--- src/rtl/inorder_slot_commit_if.sv ---
// Handshake bundle between the in-order commit block, its allocator, the slot
// valid bitvector and the commit consumer.
interface inorder_slot_commit_if #(
    parameter int NUM_SLOTS    = 64,
    parameter int SLOT_INDEX_W = $clog2(NUM_SLOTS)
);
    logic                    alloc_val;
    logic                    alloc_rdy;
    logic [SLOT_INDEX_W-1:0] alloc_index;
    logic [NUM_SLOTS-1:0]    valid_bitvector;
    logic                    clear_val;
    logic [SLOT_INDEX_W-1:0] clear_index;
    logic                    commit_val;
    logic [SLOT_INDEX_W-1:0] commit_index;
    logic                    commit_rdy;
    logic [SLOT_INDEX_W:0]   occupancy;

    // Environment side: requester, bitvector and commit consumer.
    modport master (
        output alloc_val, valid_bitvector, commit_rdy,
        input  alloc_rdy, alloc_index, clear_val, clear_index,
               commit_val, commit_index, occupancy
    );

    // Commit block side.
    modport slave (
        input  alloc_val, valid_bitvector, commit_rdy,
        output alloc_rdy, alloc_index, clear_val, clear_index,
               commit_val, commit_index, occupancy
    );
endinterface

--- src/rtl/inorder_slot_commit.sv ---
// FIFO slot allocator that retires slots in order once their completion bit
// is set, clearing the bit back into the bitvector as the slot is committed.
module inorder_slot_commit #(
    parameter int NUM_SLOTS    = 64,
    parameter int SLOT_INDEX_W = $clog2(NUM_SLOTS)
) (
    input logic                  clk,
    input logic                  rst,
    inorder_slot_commit_if.slave bus
);
    localparam logic [SLOT_INDEX_W:0] FULL = (SLOT_INDEX_W+1)'(NUM_SLOTS);

    logic [SLOT_INDEX_W-1:0] head_ptr;
    logic [SLOT_INDEX_W-1:0] tail_ptr;
    logic [SLOT_INDEX_W:0]   occupancy;
    logic                    commit_val;
    logic [SLOT_INDEX_W-1:0] commit_index;

    logic alloc_fire;
    logic load;

    assign bus.alloc_rdy   = (occupancy != FULL);
    assign bus.alloc_index = tail_ptr;
    assign alloc_fire      = bus.alloc_val && bus.alloc_rdy;

    // Empty check keeps a stray bit at head from committing an unallocated slot.
    assign load = (occupancy != '0) && bus.valid_bitvector[head_ptr] &&
                  (!commit_val || bus.commit_rdy);

    // Clear is suppressed during reset: the bitvector is wiped by the same rst.
    assign bus.clear_val   = load && !rst;
    assign bus.clear_index = head_ptr;

    assign bus.commit_val   = commit_val;
    assign bus.commit_index = commit_index;
    assign bus.occupancy    = occupancy;

    always_ff @(posedge clk) begin
        if (rst) begin
            head_ptr     <= '0;
            tail_ptr     <= '0;
            occupancy    <= '0;
            commit_val   <= 1'b0;
            commit_index <= '0;
        end else begin
            // Pointers wrap naturally since NUM_SLOTS is a power of two.
            if (alloc_fire)
                tail_ptr <= tail_ptr + 1'b1;

            if (load) begin
                commit_val   <= 1'b1;
                commit_index <= head_ptr;
                head_ptr     <= head_ptr + 1'b1;
            end else if (commit_val && bus.commit_rdy) begin
                commit_val <= 1'b0;
            end

            case ({alloc_fire, load})
                2'b10:   occupancy <= occupancy + 1'b1;
                2'b01:   occupancy <= occupancy - 1'b1;
                default: occupancy <= occupancy;
            endcase
        end
    end
endmodule

--- src/flat_wrapper.sv ---
// flat-port wrapper written by rule: the top's interface ports become plain ports
module inorder_slot_commit_flat 
#(
    parameter int NUM_SLOTS    = 64,
    parameter int SLOT_INDEX_W = $clog2(NUM_SLOTS)
)
  (clk, rst, bus_alloc_val, bus_valid_bitvector, bus_commit_rdy, bus_alloc_rdy, bus_alloc_index, bus_clear_val, bus_clear_index, bus_commit_val, bus_commit_index, bus_occupancy);
  inorder_slot_commit_if #(.NUM_SLOTS(NUM_SLOTS), .SLOT_INDEX_W(SLOT_INDEX_W)) bus_i ();
  input logic clk;
  input logic rst;
  input wire logic [$bits(bus_i.alloc_val)-1:0] bus_alloc_val;
  input wire logic [$bits(bus_i.valid_bitvector)-1:0] bus_valid_bitvector;
  input wire logic [$bits(bus_i.commit_rdy)-1:0] bus_commit_rdy;
  output wire logic [$bits(bus_i.alloc_rdy)-1:0] bus_alloc_rdy;
  output wire logic [$bits(bus_i.alloc_index)-1:0] bus_alloc_index;
  output wire logic [$bits(bus_i.clear_val)-1:0] bus_clear_val;
  output wire logic [$bits(bus_i.clear_index)-1:0] bus_clear_index;
  output wire logic [$bits(bus_i.commit_val)-1:0] bus_commit_val;
  output wire logic [$bits(bus_i.commit_index)-1:0] bus_commit_index;
  output wire logic [$bits(bus_i.occupancy)-1:0] bus_occupancy;
  assign bus_i.alloc_val = bus_alloc_val;
  assign bus_i.valid_bitvector = bus_valid_bitvector;
  assign bus_i.commit_rdy = bus_commit_rdy;
  assign bus_alloc_rdy = bus_i.alloc_rdy;
  assign bus_alloc_index = bus_i.alloc_index;
  assign bus_clear_val = bus_i.clear_val;
  assign bus_clear_index = bus_i.clear_index;
  assign bus_commit_val = bus_i.commit_val;
  assign bus_commit_index = bus_i.commit_index;
  assign bus_occupancy = bus_i.occupancy;
  inorder_slot_commit #(.NUM_SLOTS(NUM_SLOTS), .SLOT_INDEX_W(SLOT_INDEX_W)) u_core (.clk(clk), .rst(rst), .bus(bus_i));
endmodule
--- config.mk ---
export PLATFORM = sky130hd
export DESIGN_NAME = inorder_slot_commit_flat
export DESIGN_NICKNAME = d
export VERILOG_FILES = /design/src/rtl/inorder_slot_commit_if.sv /design/src/rtl/inorder_slot_commit.sv /design/src/flat_wrapper.sv
export SDC_FILE = /design/constraint.sdc
export NUM_CORES = 1
export LEC_CHECK = 0
export ABC_AREA = 1
export CAP_MARGIN = 20
export CORE_ASPECT_RATIO = 2
export CORE_UTILIZATION = 45
export CTS_CLUSTER_SIZE = 10
export DETAILED_ROUTE_END_ITERATION = 8
export PLACE_DENSITY = 0.86
export SLEW_MARGIN = 25
export SYNTH_ARGS = -nofsm -noshare
export SYNTH_HDL_FRONTEND = slang
export SYNTH_SLANG_ARGS = --single-unit
--- constraint.sdc ---
create_clock -name clk -period 7.75 [get_ports clk]
set_clock_uncertainty 0.1 [all_clocks]
set_input_delay 1.1625 -clock clk [delete_from_list [all_inputs] [get_ports clk]]
set_output_delay 1.1625 -clock clk [all_outputs]
set_load 0.01 [all_outputs]
## Word-level counts from Yosys, hierarchy flattened

Cells that the tools add are included.

| word-level totals | value |
|---|---|
| bits in registers | 26 |
| word-level logic and storage cells | 29 |
| input port bits | 68 |

| operators by class | value |
|---|---|
| $lt $le $gt $ge | 1 |
| eq/ne operators | 3 |
| multiplexer cells | 5 |
| add/sub/neg operators | 4 |
| reduce and logical (&&, ||, !) cells | 11 |

Operators with widths:

| kind | number |
|---|---|
| $pmux 7 s2 | 1 |
| $add 6x1->6 const B | 2 |
| $add 7x1->7 const B | 1 |
| $lt 6x7->1 const B | 1 |
| $ne 7x7->1 const B | 1 |
| $reduce_bool 7->1 | 1 |
| $sub 7x1->7 const B | 1 |
| $bmux 1 s6 | 1 |
| $logic_and 1x1->1 | 5 |
| $reduce_bool 2->1 | 2 |
| $mux 1 | 3 |
| $eq 2x1->1 const B | 1 |
| $eq 2x2->1 const B | 1 |
| $logic_not 1->1 | 2 |
| $logic_or 1x1->1 | 1 |

## Depth between registers and ports, before layout

Gate-level depths: netlist of the first run.

| depth | value |
|---|---|
| depth after elaboration | 6 |
| depth in mapped cells | 25 |

## Worst setup path after synthesis of the first run

No wires, ideal clock.

| timing | value |
|---|---|
| path type | input -> register |
| start | input bus_valid_bitvector[9] |
| end | register u_core.occupancy[6], in the netlist u_core.bus.occupancy[6] |
| setup time | 0.070 ns |
| path buffers | 1 |
| stages on the path | 23 |
| path slack | 4.078 ns |
| data arrival time | 3.502 ns |
| data required time | 7.580 ns |
| path through | inv_1 nand2_1 nand3_1 a21oi_1 nor2_1 nand2_1 nand3_1 nand2_2 nand3_2 buf_4 inv_1 ha_1 inv_1 fa_1 o21ai_0 nand2_1 nand2_1 a21oi_1 nor2_1 nor2_1 nand2_1 o21ai_0 a21oi_1 |

| between the ends | value |
|---|---|
| word-level cells in the longest chain between the ends | 6 |
| elaborated cells between the ends (all ways) | 8 |
| those cells by class | 2 x eq/ne; 3 x mux; 3 x reduce/logical |

RTL lines:

| element | RTL line | RTL |
|---|---|---|
| from (decl) | flat_wrapper.sv:12 | `input wire logic [$bits(bus_i.valid_bitvector)-1:0] bus_valid_bitvector;` |
| $bmux 1 s6 (*) | inorder_slot_commit.sv:27 | `assign load = (occupancy != '0) && bus.valid_bitvector[head_ptr] &&` |
| $mux 1 (implied by the code) (*) | inorder_slot_commit.sv:27 |  |
| $logic_and 1x1->1 (*) (2 in a row) | inorder_slot_commit.sv:27 |  |
| via u_core.load | inorder_slot_commit.sv:20 | `logic load;` |
| $eq 2x1->1 / $eq 2x2->1 (equally long branches) | inorder_slot_commit.sv:58 | `case ({alloc_fire, load})` |
| $pmux 7 s2 / $reduce_bool 2->1 (equally long branches) | -- |  |
| to (signal assigned) | inorder_slot_commit.sv:59 | `2'b10: occupancy <= occupancy + 1'b1;` |
| to (signal assigned) | inorder_slot_commit.sv:60 | `2'b01: occupancy <= occupancy - 1'b1;` |
| to (signal assigned) | inorder_slot_commit.sv:61 | `default: occupancy <= occupancy;` |
| to (decl) | inorder_slot_commit.sv:15 | `logic [SLOT_INDEX_W:0] occupancy;` |

The timed path passes the listed nets; every way through them passes the cells marked *. The select of a mux whose other input is x is not followed.
A chain may end at the register's enable or synchronous reset.

## Worst setup path in the final report of the first run

| timing | value |
|---|---|
| start | input bus_valid_bitvector[51] |
| end | output bus_clear_val |

| between the ends | value |
|---|---|
| word-level cells in the longest chain between the ends | 5 |

RTL lines:

| element | RTL line | RTL |
|---|---|---|
| $bmux 1 s6 | inorder_slot_commit.sv:27 |  |
| $mux 1 (implied by the code) | inorder_slot_commit.sv:27 |  |
| $logic_and 1x1->1 (2 in a row) | inorder_slot_commit.sv:27 |  |
| $logic_and 1x1->1 | inorder_slot_commit.sv:31 | `assign bus.clear_val = load && !rst;` |
| to (decl) | flat_wrapper.sv:16 | `output wire logic [$bits(bus_i.clear_val)-1:0] bus_clear_val;` |

No other way between the ends. The select of a mux whose other input is x is not followed.

==> results of run 1 <==
-- path summary, 6_finish.rpt --
check	to	slack, ns	cells after the start
max	bus_clear_val	3.09	12
min	u_core.bus.alloc_index[2]$_SDFFE_PP0P_	0.38	2
max reg2reg	u_core.bus.occupancy[6]$_SDFFE_PP0P_	3.33	22
min reg2reg	u_core.bus.alloc_index[2]$_SDFFE_PP0P_	0.38	2
-- cells by family (layout without fill, tap and decap cells) --
logic type	Yosys count	count (layout)	share of synthesized area
and+or+nand+nor	208	208	0.413
buffers and inverters	68	153	0.146
AOI/OAI and AO/OA	40	40	0.0999
DFF	26	26	0.250
adders and majority gates	9	9	0.0578
xor gates and xnor gates	8	8	0.0337
-- cells in the mapped netlist (2+ instances only) --
| master | count |
|---|---|
| dfxtp_1 | 26 |
| nand2_1 | 118 |
| nor2_1 | 39 |
| a21oi_1 | 21 |
| nand4_1 | 5 |
| nor3_1 | 2 |
| xor2_1 | 7 |
| buf_6 | 3 |
| nand3_1 | 41 |
| buf_2 | 5 |
| o21ai_0 | 16 |
| o211ai_1 | 3 |
| buf_4 | 5 |
| clkbuf_1 | 2 |
| inv_1 | 52 |
| ha_1 | 8 |
-- flip-flops by register name, summed over array words and instances (netlist names) --
name                     cells
u_core.bus.occupancy         7
u_core.bus.alloc_index       6
u_core.bus.clear_index       6
u_core.bus.commit_index      6
u_core.bus.commit_val        1
-- worst max-delay path: stages --
cell	delay (ns)
clkdlybuf4s50_1	0.47
inv_1	0.04
nand2_1	0.05
o211ai_1	0.09
nand3_1	0.13
nand3_1	0.10
nand2_1	0.08
nand3_1	0.08
nand2_2	0.13
nand3_2	0.32
nor2_1	0.21
clkdlybuf4s50_1	0.56
-- routing by layer --
metal | up-vias | GRT usage
li1 | 1290 | -
met1 | 1127 | 0.234
met2 | 73 | 0.495
met3 | 7 | 0.0374
met4 | 0 | 0.0615
met5 | - | 0
-- area by class of cell --
cell class / count / area share
multi-input cells: 265 / 0.409
flip-flops and latches: 26 / 0.169
inverters: 53 / 0.0647
well taps: 54 / 0.0220
repair buffers: 96 / 0.312
clock inverters: 1 / 0.00977
clock buffers: 3 / 0.0134
-- power groups by stage --
| stage | combinational, mW | sequential (mW) | clock (mW) |
|---|---|---|---|
| final | 0.584 | 0.221 | 0.113 |
| after global routing | 0.652 | 0.228 | 0.121 |
| after CTS | 0.589 | 0.221 | 0.115 |
| after detailed placement | 0.585 | 0.224 | 0 |
| after global placement | 0.572 | 0.222 | 0 |
| after floorplan | 0.416 | 0.221 | 0 |
-- metrics by stage --
| step | area [um2] | util | setup WS [ns] | hold WS (ns) | total power, mW |
|---|---|---|---|---|---|
| 2_1_floorplan | 2080 | - | 4.08 | 0.383 | 0.637 |
| 3_3_place_gp | 3000 | 0.685 | 3.10 | 0.352 | 0.795 |
| 3_5_place_dp | 3000 | 0.685 | 3.07 | 0.365 | 0.809 |
| 4_1_cts | 3070 | 0.701 | 3.08 | 0.384 | 0.925 |
| 5_1_grt | 3070 | 0.701 | 2.80 | 0.415 | 1.00 |
| 6_report | 3070 | 0.701 | 3.09 | 0.381 | 0.918 |
-- placed cells by master (no fill, tap or decap), types with 2 or more instances in the layout --
master and n:
ha_1 8, o21ai_0 16, nor3_1 2, nand3_1 41
nor2_1 39, nand2_1 118, clkbuf_8 3, xor2_1 7
nand4_1 5, o211ai_1 3, a21oi_1 21, dfxtp_1 26
clkdlybuf4s50_1 95, inv_1 52
==> key figures, run 1 <==
STA
  • Rel. slew slack: 0.455
  • Final hold violations: 0
  • RSZ-0062 raised after global routing: false
  • Fmax: 214 MHz
  • Final setup fails: 0
  • Slew Limit Fails: 0
  • Slew @ Worst Pin: 0.816 ns
  • Setup_tns: 0 ns
  • Minimum clock period: 4.66 ns
  • Crit share post-route: 0.602

Critical path
  • CP Class: input port to output port
  • Arrival @ worst endpoint: around 3.4 ns
  • Worst Setup End Kind: output port
  • Reg-to-Reg Start: u_core.bus.clear_index[1]$_SDFFE_PP0P_
  • Crit-path max FO: 21
  • Worst setup SP type: input port
  • WP data required: 6.49 ns
  • Critical Path Start: bus_valid_bitvector[51]

Place
  • Routability cong.: 0.832
  • Placed Cells: between 400 and 500
  • I/O Buffers: 95
  • HPWL Detailed: 4750 um

Synthesis
  • Syn Std Cell Area: slightly above 2000 um2
  • Ys async rst share: 0
  • Synth area leaders: dfxtp_1 (25%), nand2_1 (21%), nand3_1 (9.9%)
  • Netlist cell types: 22
  • Cell count after synthesis: between 300 and 400
  • Ys Warns: 0
  • Synth Area per Inst: around 5.8 um2
  • Flops & latches, synth: 26
  • Post-synthesis sequential area ratio: 0.250
  • Top FF cell, synth: dfxtp_1
  • EDFF count, synth: 0
  • Yosys top cell by area: dfxtp_1
  • Syn_nets: around 440
  • Synth top area share: 0.250

GRT
  • Vias in the first global route: between 2000 and 2500
  • Antenna violations before repair: 0
  • Total grt overflow: 0
  • First-pass GRT wire length: between 9000 and 10000 um
  • Pin count of the biggest net entering global routing: 41
  • Tot GR Track Use: 0.243

Pwr
  • Logic gate share of total power: 0.636
  • Seq pwr share: 0.241
  • Power per cell area: around 300 nW/um2
  • Sw Ratio: 0.469
  • Leakage: between 1 and 1.5 nW
  • Peak supply drop: approximately 0.00027 V
  • NetSw: 0.431 mW
  • Pint: just under 0.5 mW
  • Clock Power Share: 0.123

CTS
  • H-Tree Depth: 1
  • CTS tree: built
  • Num CTS Buffers: 3
  • Root buffer cell: clkbuf_8
  • # hold bufs at CTS: 0
  • Post-CTS Resized: 0
  • Clock Latency Late Sink: 0.28 ns
  • Clk sink count: 26
  • Post-CTS Setup Inserts: 0
  • Clock buffer depth: 2
  • Clock Pin Slew Worst Setup and Hold Paths: around 0.090 ns

Floorplanning
  • Core ar.: about 4400 um2
  • Starting Density: 0.475
  • Site Rows: 34
  • Die span in y: 98.1 um
  • Io pins: 96
  • Die X: approximately 50 um
  • Full die area: 4910 um2

Worst hold path
  • Hold Crit Class: register to register
  • Hold path start: u_core.bus.alloc_index[2]$_SDFFE_PP0P_

Cells and area
  • Ant. Diodes: 0
  • Area of the multi-input gates: 1260 um2
  • Fill cells: between 300 and 400
  • Post-route insts no fill: approximately 500
  • Area delta synth->final: 47.8%
  • Layout Nets: roughly 520
  • FF+latch area: 520 um2
  • Share of cells above drive strength 1: 0.0180

Routing
  • Routed WL: around 6000 um
  • Mean number of vias per cell: approximately 5.0
  • Final ANT Viol Nets: 0
  • Starting DRT DRC Count: between 50 and 60
  • Met2 WL post-DR: 3310 um
  • Met3 WL post-DR: 398 um
  • Initial DRT Pass Iterations: 4
  • DR DRC count: 0
  • Metal-1 WL: approximately 2300 um
  • Highest Signal Layer: met4
  • Vias: 2497
  • WL/cell: approximately 12 um

Outcome
  • Status: complete, no violations

Job
  • Max_cap viols: 0
Power figures use the tool's default switching activity.
==> inputs of run 2 (changes only) <==
--- a/config.mk
+++ b/config.mk
@@ -8,10 +8,10 @@
 export ABC_AREA = 1
 export CAP_MARGIN = 20
 export CORE_ASPECT_RATIO = 2
-export CORE_UTILIZATION = 45
+export CORE_UTILIZATION = 42
 export CTS_CLUSTER_SIZE = 10
 export DETAILED_ROUTE_END_ITERATION = 8
-export PLACE_DENSITY = 0.86
+export PLACE_DENSITY = 0.81
 export SLEW_MARGIN = 25
 export SYNTH_ARGS = -nofsm -noshare
 export SYNTH_HDL_FRONTEND = slang
==> constraint.sdc (replaced) <==
create_clock -name clk -period 4.7 [get_ports clk]
set_clock_uncertainty 0.1 [all_clocks]
set_input_delay 0.705 -clock clk [delete_from_list [all_inputs] [get_ports clk]]
set_output_delay 0.705 -clock clk [all_outputs]
set_load 0.01 [all_outputs]
==> run 2 against run 1 <==
Against the previous run: count of clock-buffer cells in the layout unchanged; total power up 67%; sequential power increased by 53%; setup slack got worse by 2.0 ns; sequential cell count stayed put; largest power group unchanged.
==> key figures, run 2 (synthesis results as in run 1) <==
Cells and area
  • Layout Nets: 524
  • Max reg flops: 7
  • Most frequent cells in the layout: nand2_1 (118), clkdlybuf4s50_1 (95), inv_1 (52), nand3_1 (41), nor2_1 (39)
  • Commonest non-fill, non-tap cell in the layout: nand2_1
  • Area delta synth->final: 48.6%
  • Fill cells: approximately 440
  • Util after Layout: 0.659
  • Share of cells above drive strength 1: 0.0224
  • Post-route insts no fill: 501
  • Ant. Diodes: 0
  • Most flops, register: u_core.bus.occupancy

Floorplanning
  • Site Rows: 35
  • Die X: slightly above 50 um
  • Die span in y: 102 um
  • Starting Density: 0.444
  • Core ar.: roughly 4700 um2
  • Io pins: 96
  • Full die area: around 5300 um2

Critical path
  • CP Class: input port to register
  • Worst setup SP type: input port
  • Worst Setup End Kind: register
  • Crit-path max FO: 6
  • WP data required: 4.81 ns
  • Arrival @ worst endpoint: around 3.7 ns

Pwr
  • Power per cell area: slightly below 500 nW/um2
  • Leakage: 1.47 nW
  • Peak supply drop: roughly 0.00038 V

GRT
  • Total grt overflow: 0
  • Vias in the first global route: approximately 2300
  • Pin count of the biggest net entering global routing: a little over 40
  • First-pass GRT wire length: roughly 9700 um
  • Tot GR Track Use: 0.233
  • Antenna violations before repair: 0

STA
  • Fmax: around 280 MHz
  • Slew @ Worst Pin: slightly below 0.5 ns
  • Rel. slew slack: 0.669
  • Setup_tns: 0 ns
  • Hold slack: around 0.39 ns
  • RSZ-0062 raised after global routing: false
  • Minimum clock period: 3.61 ns
  • Crit share post-route: 0.768
  • Worst Slack Setup Final: roughly 1.1 ns
  • Slew Limit Fails: 0
  • Final hold violations: 0
  • Final setup fails: 0

CTS
  • Clk sink count: 26
  • Post-CTS Setup Inserts: 0
  • Root buffer cell: clkbuf_8
  • # hold bufs at CTS: 0
  • Clock Latency Late Sink: 0.27 ns
  • H-Tree Depth: 1
  • Post-CTS Resized: 0
  • Clock Pin Slew Worst Setup and Hold Paths: 0.09 ns
  • Num CTS Buffers: 3
  • CTS tree: built
  • Clock buffer depth: 2

Routing
  • Vias: 2465
  • Initial DRT Pass Iterations: 4
  • DR DRC count: 0
  • Mean number of vias per cell: around 5
  • Routed WL: 6040 um
  • WL/cell: approximately 12 um
  • Final ANT Viol Nets: 0
  • Starting DRT DRC Count: 65

Place
  • Placed Cells: between 400 and 500
  • HPWL Detailed: around 4700 um
  • I/O Buffers: 95
  • Routability cong.: a little over 0.8
  • Post-Place Worst Slack: between 0.8 and 0.9 ns

Job
  • Max_cap viols: 0

Outcome
  • Status: complete, no violations

Worst hold path
  • Hold Crit Class: register to register
run 2: area by class of cell:
type / count / area, um2 / area share
Multi-Input combinational cell: 265 / 1260 / 0.407
Inverter: 53 / 199 / 0.0644
Clock buffer: 3 / 41.3 / 0.0134
Timing Repair Buffer: 98 / 973 / 0.315
Clock inverter: 1 / 30.0 / 0.00972
Sequential cell: 26 / 520 / 0.168
Tap cell: 55 / 68.8 / 0.0223
run 2: per-layer routing:
| layer | wire length (um) | GRT usage |
|---|---|---|
| met1 | 2310 | 0.233 |
| met2 | 3310 | 0.478 |
| met3 | 348 | 0.0300 |
| met4 | 70 | 0.0520 |
| met5 | 0 | 0 |
run 2: worst max-delay path, stage by stage:
cell	delay [ns]
clkdlybuf4s50_1	0.46
nor2_1	0.04
nor2_1	0.09
o21ai_0	0.08
nand3_1	0.09
nand3_1	0.10
nand2_1	0.08
nand3_1	0.07
nand2_2	0.12
nand3_2	0.08
inv_1	0.06
ha_1	0.27
inv_1	0.12
fa_1	0.40
o21ai_0	0.28
nand2_1	0.08
nand2_1	0.07
a21oi_1	0.07
nor2_1	0.09
nor2_1	0.05
nand2_1	0.08
o21ai_0	0.08
a21oi_1	0.13
run 2: metrics by stage:
stage | power [mW] | cell area (um2)
final | 1.53 | 3090
after global routing | 1.68 | 3090
after CTS | 1.54 | 3090
after detailed placement | 1.35 | 3020
after global placement | 1.33 | 3020
after floorplan | 1.05 | 2080
run 2: final timing paths:
kind | start | end | slack [ns] | cells past startpoint
max | bus_valid_bitvector[48] | u_core.bus.occupancy[6]$_SDFFE_PP0P_ | 1.09 | 23
min | u_core.bus.alloc_index[5]$_SDFFE_PP0P_ | u_core.bus.alloc_index[5]$_SDFFE_PP0P_ | 0.39 | 2
max reg2reg | u_core.bus.clear_index[0]$_SDFFE_PP0P_ | u_core.bus.occupancy[6]$_SDFFE_PP0P_ | 1.21 | 23
min reg2reg | u_core.bus.alloc_index[5]$_SDFFE_PP0P_ | u_core.bus.alloc_index[5]$_SDFFE_PP0P_ | 0.39 | 2
run 2: where the power goes:
group | internal (mW) | total, mW | leakage (nW) | switching [mW]
registers | 0.285 | 0.339 | 0.213 | 0.0534
clock network | 0.114 | 0.183 | 0.0357 | 0.0685
logic | 0.419 | 1.01 | 1.22 | 0.588
total | 0.819 | 1.53 | 1.47 | 0.710
